<file path="src/rtl/x86_bus_unit.sv">
// Bus interface unit: arbitrates the byte-wide memory port between the core's
// data cycles and a free-running instruction prefetch queue.
module x86_bus_unit #(
   parameter int          QDEPTH     = 8,
   parameter logic [19:0] RESET_ADDR = 20'hFFFF0
) (
   input  logic                      clock,
   input  logic                      reset_n,
   output logic [19:0]               address,
   input  logic [7:0]                in,
   output logic [7:0]                out,
   output logic                      wren,
   input  logic                      flush,
   input  logic [19:0]               flush_addr,
   output logic                      q_valid,
   output logic [7:0]                q_byte,
   input  logic                      q_pop,
   output logic [$clog2(QDEPTH):0]   q_count,
   input  logic                      d_req,
   input  logic                      d_we,
   input  logic                      d_word,
   input  logic [19:0]               d_addr,
   input  logic [15:0]               d_wdata,
   output logic [15:0]               d_rdata,
   output logic                      d_ack
);

   localparam int AW = $clog2(QDEPTH);
   localparam logic [AW+1:0] QDEPTH_W = (AW+2)'(QDEPTH);
   localparam logic [AW-1:0] PTR_ONE  = {{(AW-1){1'b0}}, 1'b1};

   typedef enum logic [2:0] {
      ST_IDLE = 3'd0,
      ST_DLO  = 3'd1,
      ST_DHI  = 3'd2,
      ST_WAIT = 3'd3,
      ST_ACK  = 3'd4
   } state_t;

   state_t        state_q, state_d;
   logic [19:0]   fetch_ptr_q, fetch_ptr_d;
   logic          tag_q, tag_d;
   logic [AW-1:0] head_q, head_d;
   logic [AW-1:0] tail_q, tail_d;
   logic [AW:0]   count_q, count_d;
   logic [7:0]    lo_q, lo_d;
   logic [15:0]   rdata_q, rdata_d;
   logic          ack_q, ack_d;
   logic [7:0]    qmem_q [QDEPTH];

   logic [AW+1:0] room_sum_s;
   logic          issue_s;
   logic          cap_s;
   logic          pop_s;

   // The room check includes the byte already on its way back from memory.
   always_comb begin
      room_sum_s = {1'b0, count_q} + {{(AW+1){1'b0}}, tag_q};
      issue_s    = (state_q == ST_IDLE) && (room_sum_s < QDEPTH_W);
      cap_s      = tag_q && !flush;
      pop_s      = q_pop && (count_q != {(AW+1){1'b0}}) && !flush;
   end

   // FSM state register.
   always_ff @(posedge clock or negedge reset_n) begin
      if (!reset_n) begin
         state_q <= ST_IDLE;
      end else begin
         state_q <= state_d;
      end
   end

   // FSM next-state logic.
   always_comb begin
      state_d = state_q;
      case (state_q)
         ST_IDLE: begin
            if (d_req) begin
               state_d = ST_DLO;
            end else begin
               state_d = ST_IDLE;
            end
         end
         ST_DLO: begin
            if (d_word) begin
               state_d = ST_DHI;
            end else if (d_we) begin
               state_d = ST_ACK;
            end else begin
               state_d = ST_WAIT;
            end
         end
         ST_DHI: begin
            if (d_we) begin
               state_d = ST_ACK;
            end else begin
               state_d = ST_WAIT;
            end
         end
         ST_WAIT: state_d = ST_ACK;
         ST_ACK:  state_d = ST_IDLE;
         default: state_d = ST_IDLE;
      endcase
   end

   // FSM outputs: memory port drive.
   always_comb begin
      address = fetch_ptr_q;
      wren    = 1'b0;
      out     = 8'h00;
      case (state_q)
         ST_DLO: begin
            address = d_addr;
            wren    = d_we;
            out     = d_we ? d_wdata[7:0] : 8'h00;
         end
         ST_DHI: begin
            address = d_addr + 20'd1;
            wren    = d_we;
            out     = d_we ? d_wdata[15:8] : 8'h00;
         end
         default: begin
            address = fetch_ptr_q;
            wren    = 1'b0;
            out     = 8'h00;
         end
      endcase
   end

   // Data read assembly; the low byte of a word lands while the high address is out.
   always_comb begin
      lo_d    = lo_q;
      rdata_d = rdata_q;
      ack_d   = (state_d == ST_ACK);
      if ((state_q == ST_DHI) && !d_we) begin
         lo_d = in;
      end else begin
         lo_d = lo_q;
      end
      if (state_q == ST_WAIT) begin
         rdata_d = d_word ? {in, lo_q} : {8'h00, in};
      end else begin
         rdata_d = rdata_q;
      end
   end

   // Prefetch queue control; flush drops the returning byte and any pop.
   always_comb begin
      fetch_ptr_d = fetch_ptr_q;
      tag_d       = 1'b0;
      head_d      = head_q;
      tail_d      = tail_q;
      count_d     = count_q;
      if (flush) begin
         fetch_ptr_d = flush_addr;
         tag_d       = 1'b0;
         head_d      = {AW{1'b0}};
         tail_d      = {AW{1'b0}};
         count_d     = {(AW+1){1'b0}};
      end else begin
         fetch_ptr_d = issue_s ? (fetch_ptr_q + 20'd1) : fetch_ptr_q;
         tag_d       = issue_s;
         head_d      = pop_s ? (head_q + PTR_ONE) : head_q;
         tail_d      = cap_s ? (tail_q + PTR_ONE) : tail_q;
         count_d     = count_q + {{AW{1'b0}}, cap_s} - {{AW{1'b0}}, pop_s};
      end
   end

   // Datapath and queue pointer registers.
   always_ff @(posedge clock or negedge reset_n) begin
      if (!reset_n) begin
         fetch_ptr_q <= RESET_ADDR;
         tag_q       <= 1'b0;
         head_q      <= {AW{1'b0}};
         tail_q      <= {AW{1'b0}};
         count_q     <= {(AW+1){1'b0}};
         lo_q        <= 8'h00;
         rdata_q     <= 16'h0000;
         ack_q       <= 1'b0;
      end else begin
         fetch_ptr_q <= fetch_ptr_d;
         tag_q       <= tag_d;
         head_q      <= head_d;
         tail_q      <= tail_d;
         count_q     <= count_d;
         lo_q        <= lo_d;
         rdata_q     <= rdata_d;
         ack_q       <= ack_d;
      end
   end

   // Queue storage, written at the tail whenever a tagged byte returns.
   always_ff @(posedge clock or negedge reset_n) begin
      if (!reset_n) begin
         for (int i = 0; i < QDEPTH; i++) begin
            qmem_q[i] <= 8'h00;
         end
      end else begin
         if (cap_s) begin
            qmem_q[tail_q] <= in;
         end
      end
   end

   assign q_valid = (count_q != {(AW+1){1'b0}});
   assign q_byte  = qmem_q[head_q];
   assign q_count = count_q;
   assign d_rdata = rdata_q;
   assign d_ack   = ack_q;

endmodule

</file>
<file path="config.mk">
export PLATFORM = sky130hd
export DESIGN_NAME = x86_bus_unit
export DESIGN_NICKNAME = d
export VERILOG_FILES = /design/src/rtl/x86_bus_unit.sv
export SDC_FILE = /design/constraint.sdc
export NUM_CORES = 1
export LEC_CHECK = 0
export ABC_AREA = 0
export CORE_MARGIN = 3
export CORE_UTILIZATION = 35
export CTS_BUF_LIST = sky130_fd_sc_hd__clkbuf_16
export CTS_CLUSTER_SIZE = 28
export DETAILED_ROUTE_END_ITERATION = 12
export GPL_TIMING_DRIVEN = 1
export PLACE_DENSITY = 0.68
export SYNTH_ARGS = -nofsm -noshare
export SYNTH_HDL_FRONTEND = slang
export SYNTH_SLANG_ARGS = --single-unit
</file>
<file path="constraint.sdc">
create_clock -name clock -period 2.8 [get_ports clock]
set_input_delay 0.56 -clock clock [delete_from_list [all_inputs] [get_ports clock]]
set_output_delay 0.56 -clock clock [all_outputs]
set_load 0.01 [all_outputs]
</file>
==> results by group <==
Placed design
  • Port bufs: 129
  • Pre-CTS WS: -0.589 ns
  • Gp weighted congestion: 0.891
  • Placed wire-length estimate: 14100 µm

Yosys
  • Main synth FF type: dfrtp_1
  • Mean Syn Cell Area: 10.4 µm²
  • Yosys warning count: 0
  • Netlist cell types: 63
  • Mapped Area: 0.00716 mm²
  • Syn Nets: 771
  • Sequential-to-total area share from yosys stat: 0.433
  • Post-synthesis cell count: 688
  • Seq cells post-synth: 123
  • Post-synth ARST share: 1.00
  • Number of synthesized flops with an enable pin: 0

Clocking
  • Clock latency on the worst-skew pair: 0.41 ns
  • Clock transition at path regs: 0.05 ns
  • Root Driver: clkbuf_16
  • CTS tree: built
  • H-Tree Depth: 4
  • Longest Clk Path Bufs: 2
  • Total CTS buffers: 17
  • CTS sink cnt: about 120

GRT
  • Vias in the first global route: 6146
  • Remaining Overflow, GRT: 0
  • Antenna violations before repair: 2
  • First-pass GRT wire length: 32600 µm
  • Largest net degree at the start of global routing: 50
  • GRT Total Usage: 0.183

Critical path
  • Critical Path Max Stage Delay: 0.39 ns
  • CP cell instances: buf_6 > nor3b_2 > buf_4 > buf_4 > buf_4 > a21o_1 > a221o_1 > clkdlybuf4s15_2
  • WS Path Type: register to output port
  • Slowest CP cell: dfrtp_1
  • Critical path startpoint category: register
  • CP Capture Type: output port
  • CP required: 2.24 ns
  • Cell mode on critical path: buf_4
  • Crit path arrival time: between 2 and 2.5 ns
  • Crit path max fanout: 11

Final layout
  • Area growth syn-to-layout: 37.2%
  • Post-layout nets: between 900 and 1000
  • Most common cell after layout, fill and taps aside: dfrtp_1
  • Layout cells sized above 1: 0.303
  • Filler cell count: 1830
  • Commonest non-fill, non-tap cells in the layout: dfrtp_1, mux2_2, buf_4, clkdlybuf4s50_1, nand2_1

STA
  • Final Hold Fails: 0
  • Worst Max-Slew Pin Slew: 0.779 ns
  • Max Transition Viols Final: 0
  • Highest Clock Rate: 364 MHz
  • Max-slew headroom: 0.476
  • Clock Skew: 0.00582 ns
  • Final hold slack: 0.131 ns
  • Worst setup margin: 0.0534 ns
  • Fin crit share: 0.981
  • RSZ-0062 raised after global routing: yes
  • Post-layout minimum cycle time: 2.75 ns
  • Final setup fails: 0

Route
  • Avg WL per Cell: 17.9 µm
  • Met1 WL: 9140 µm
  • DR iter-0 viols: 584
  • Routed vias: between 6000 and 7000
  • Top sig layer: met4
  • Routed wire length on met2: 9810 µm
  • Antenna viol nets, final: 0
  • Vias per inst: roughly 5.5
  • First-pass iteration count of the detailed router: 5
  • Total routed wirelength: 20400 µm
  • Remaining DRCs: 0
  • Met3 wire len: 1060 µm

Floorplanning
  • Initial core utilization: 0.362
  • DIE WIDTH: 149 µm
  • Row cnt: 51
  • Die Ht: 149 µm
  • Core area: 0.0198 mm²
  • I/O pins: 130
  • DIE AREA: 0.0222 mm²

Power
  • Maximum vdd drop: 0.501 mV
  • LEAKAGE: 4.39 nW
  • PD cells: 845 mW/mm²

Hold path
  • Hold crit path type: input port to asynchronous set/reset pin

Run status
  • Outcome: finished clean

Job
  • Max cap viols: 0
[metal layers]
metal	vias up	global-route usage
li1	2947	-
met1	3094	0.251
met2	218	0.291
met3	29	0.0362
met4	0	0.0636
met5	-	0
[final timing paths]
path | start | slack, ns | cells after the start | end
worst min-delay path | reset_n | 0.13 | 1 | qmem_q[29]
min in group clock | flush | 0.44 | 2 | q_count[0]
max in group asynchronous | reset_n | 1.89 | 2 | d_rdata[4]
worst max register to register | q_count[3] | 0.22 | 11 | q_count[2]
worst min register to register | d_rdata[13] | 0.47 | 2 | d_rdata[13]
worst max-delay path | state_q[1] | 0.05 | 8 | address[11]
[worst max-delay path: cells and delay by family (launching register included)]
kind | cells | cell delay, ns
and+or+nand+nor | 1 | 0.15
AOI/OAI and AO/OA | 2 | 0.43
DFF | 1 | 0.39
buffers and inverters | 5 | 0.82
[stage by stage]
| step | cell area (µm²) | power, mW | TNS, ns | instances | utilization |
|---|---|---|---|---|---|
| after floorplan | 7160 | 4.52 | 0 | 688 | - |
| after global placement | 9060 | 6.20 | -5.46 | 1086 | 0.458 |
| after detailed placement | 9060 | 6.24 | -5.85 | 1086 | 0.458 |
| after CTS | 9690 | 8.26 | -0.0257 | 1129 | 0.490 |
| after global routing | 9820 | 8.82 | -0.0714 | 1139 | 0.497 |
| final | 9820 | 8.30 | 0 | 1139 | 0.497 |
[area by class of cell]
class	instances	area [µm²]	area share
antenna	2	5.00	0.000510
tap	265	332	0.0338
clock buffer	17	425	0.0433
inverter	23	86.3	0.00879
sequential	123	3100	0.316
timing repair buffer	212	1920	0.196
clock inverter	13	111	0.0113
multi-input combinational	484	3840	0.391
[cell families after synthesis]
logic type	synth area share
XOR/XNOR	0.00734
AO/OA/AOI/OAI	0.139
multiplexers	0.192
buffers and inverters	0.0442
flip-flops	0.433
adder cells (fa/ha/maj)	0.0220
AND/OR/NAND/NOR	0.164
[state kept, by name, summed over array words and instances (netlist names)]
name,cells
qmem_q,64
fetch_ptr_q,20
d_rdata,16
lo_q,8
q_count,4
head_q,3
state_q,3
tail_q,3
d_ack,1
tag_q,1
[synth_stat cells (4+ instances only)]
library cell / number / share of area
or4_1: 6 / 0.0063
nor3b_1: 6 / 0.0063
clkbuf_1: 52 / 0.027
ha_1: 11 / 0.019
buf_2: 4 / 0.0028
and4_1: 7 / 0.0086
o31ai_1: 5 / 0.0052
mux2_2: 80 / 0.13
or3_1: 4 / 0.0035
o311a_1: 5 / 0.0070
o21ai_0: 27 / 0.019
o211ai_1: 9 / 0.0094
and3_1: 4 / 0.0035
nand3_1: 30 / 0.021
inv_1: 22 / 0.012
mux4_2: 16 / 0.050
o41ai_1: 6 / 0.0073
or3b_2: 4 / 0.0049
a21oi_1: 21 / 0.015
nor2b_1: 15 / 0.013
mux2i_1: 11 / 0.015
nand2_1: 65 / 0.034
nand4_1: 13 / 0.011
nor3_1: 10 / 0.0070
and2_1: 4 / 0.0035
a31oi_1: 9 / 0.0079
nor4_1: 8 / 0.0070
a22oi_1: 12 / 0.013
o311ai_0: 10 / 0.012
nor2_1: 28 / 0.015
o2111ai_1: 12 / 0.015
dfstp_2: 16 / 0.059
dfrtp_1: 107 / 0.37
[what timing repair did]
action	4_1_cts	5_1_grt
cloned	1	0
setup endpoints to repair	37	22
gates resized for setup	84	28
pin swaps	6	8
hold endpoints to repair	0	0
setup buffers	12	8
hold buffers	0	0
[power by group]
group / total, mW / internal, mW / switching, mW
registers: 2.51 / 2.21 / 0.301
logic: 3.77 / 1.93 / 1.84
clock network: 2.02 / 1.27 / 0.752
total: 8.30 / 5.41 / 2.90
No activity file was read; power rests on OpenSTA's default activity.
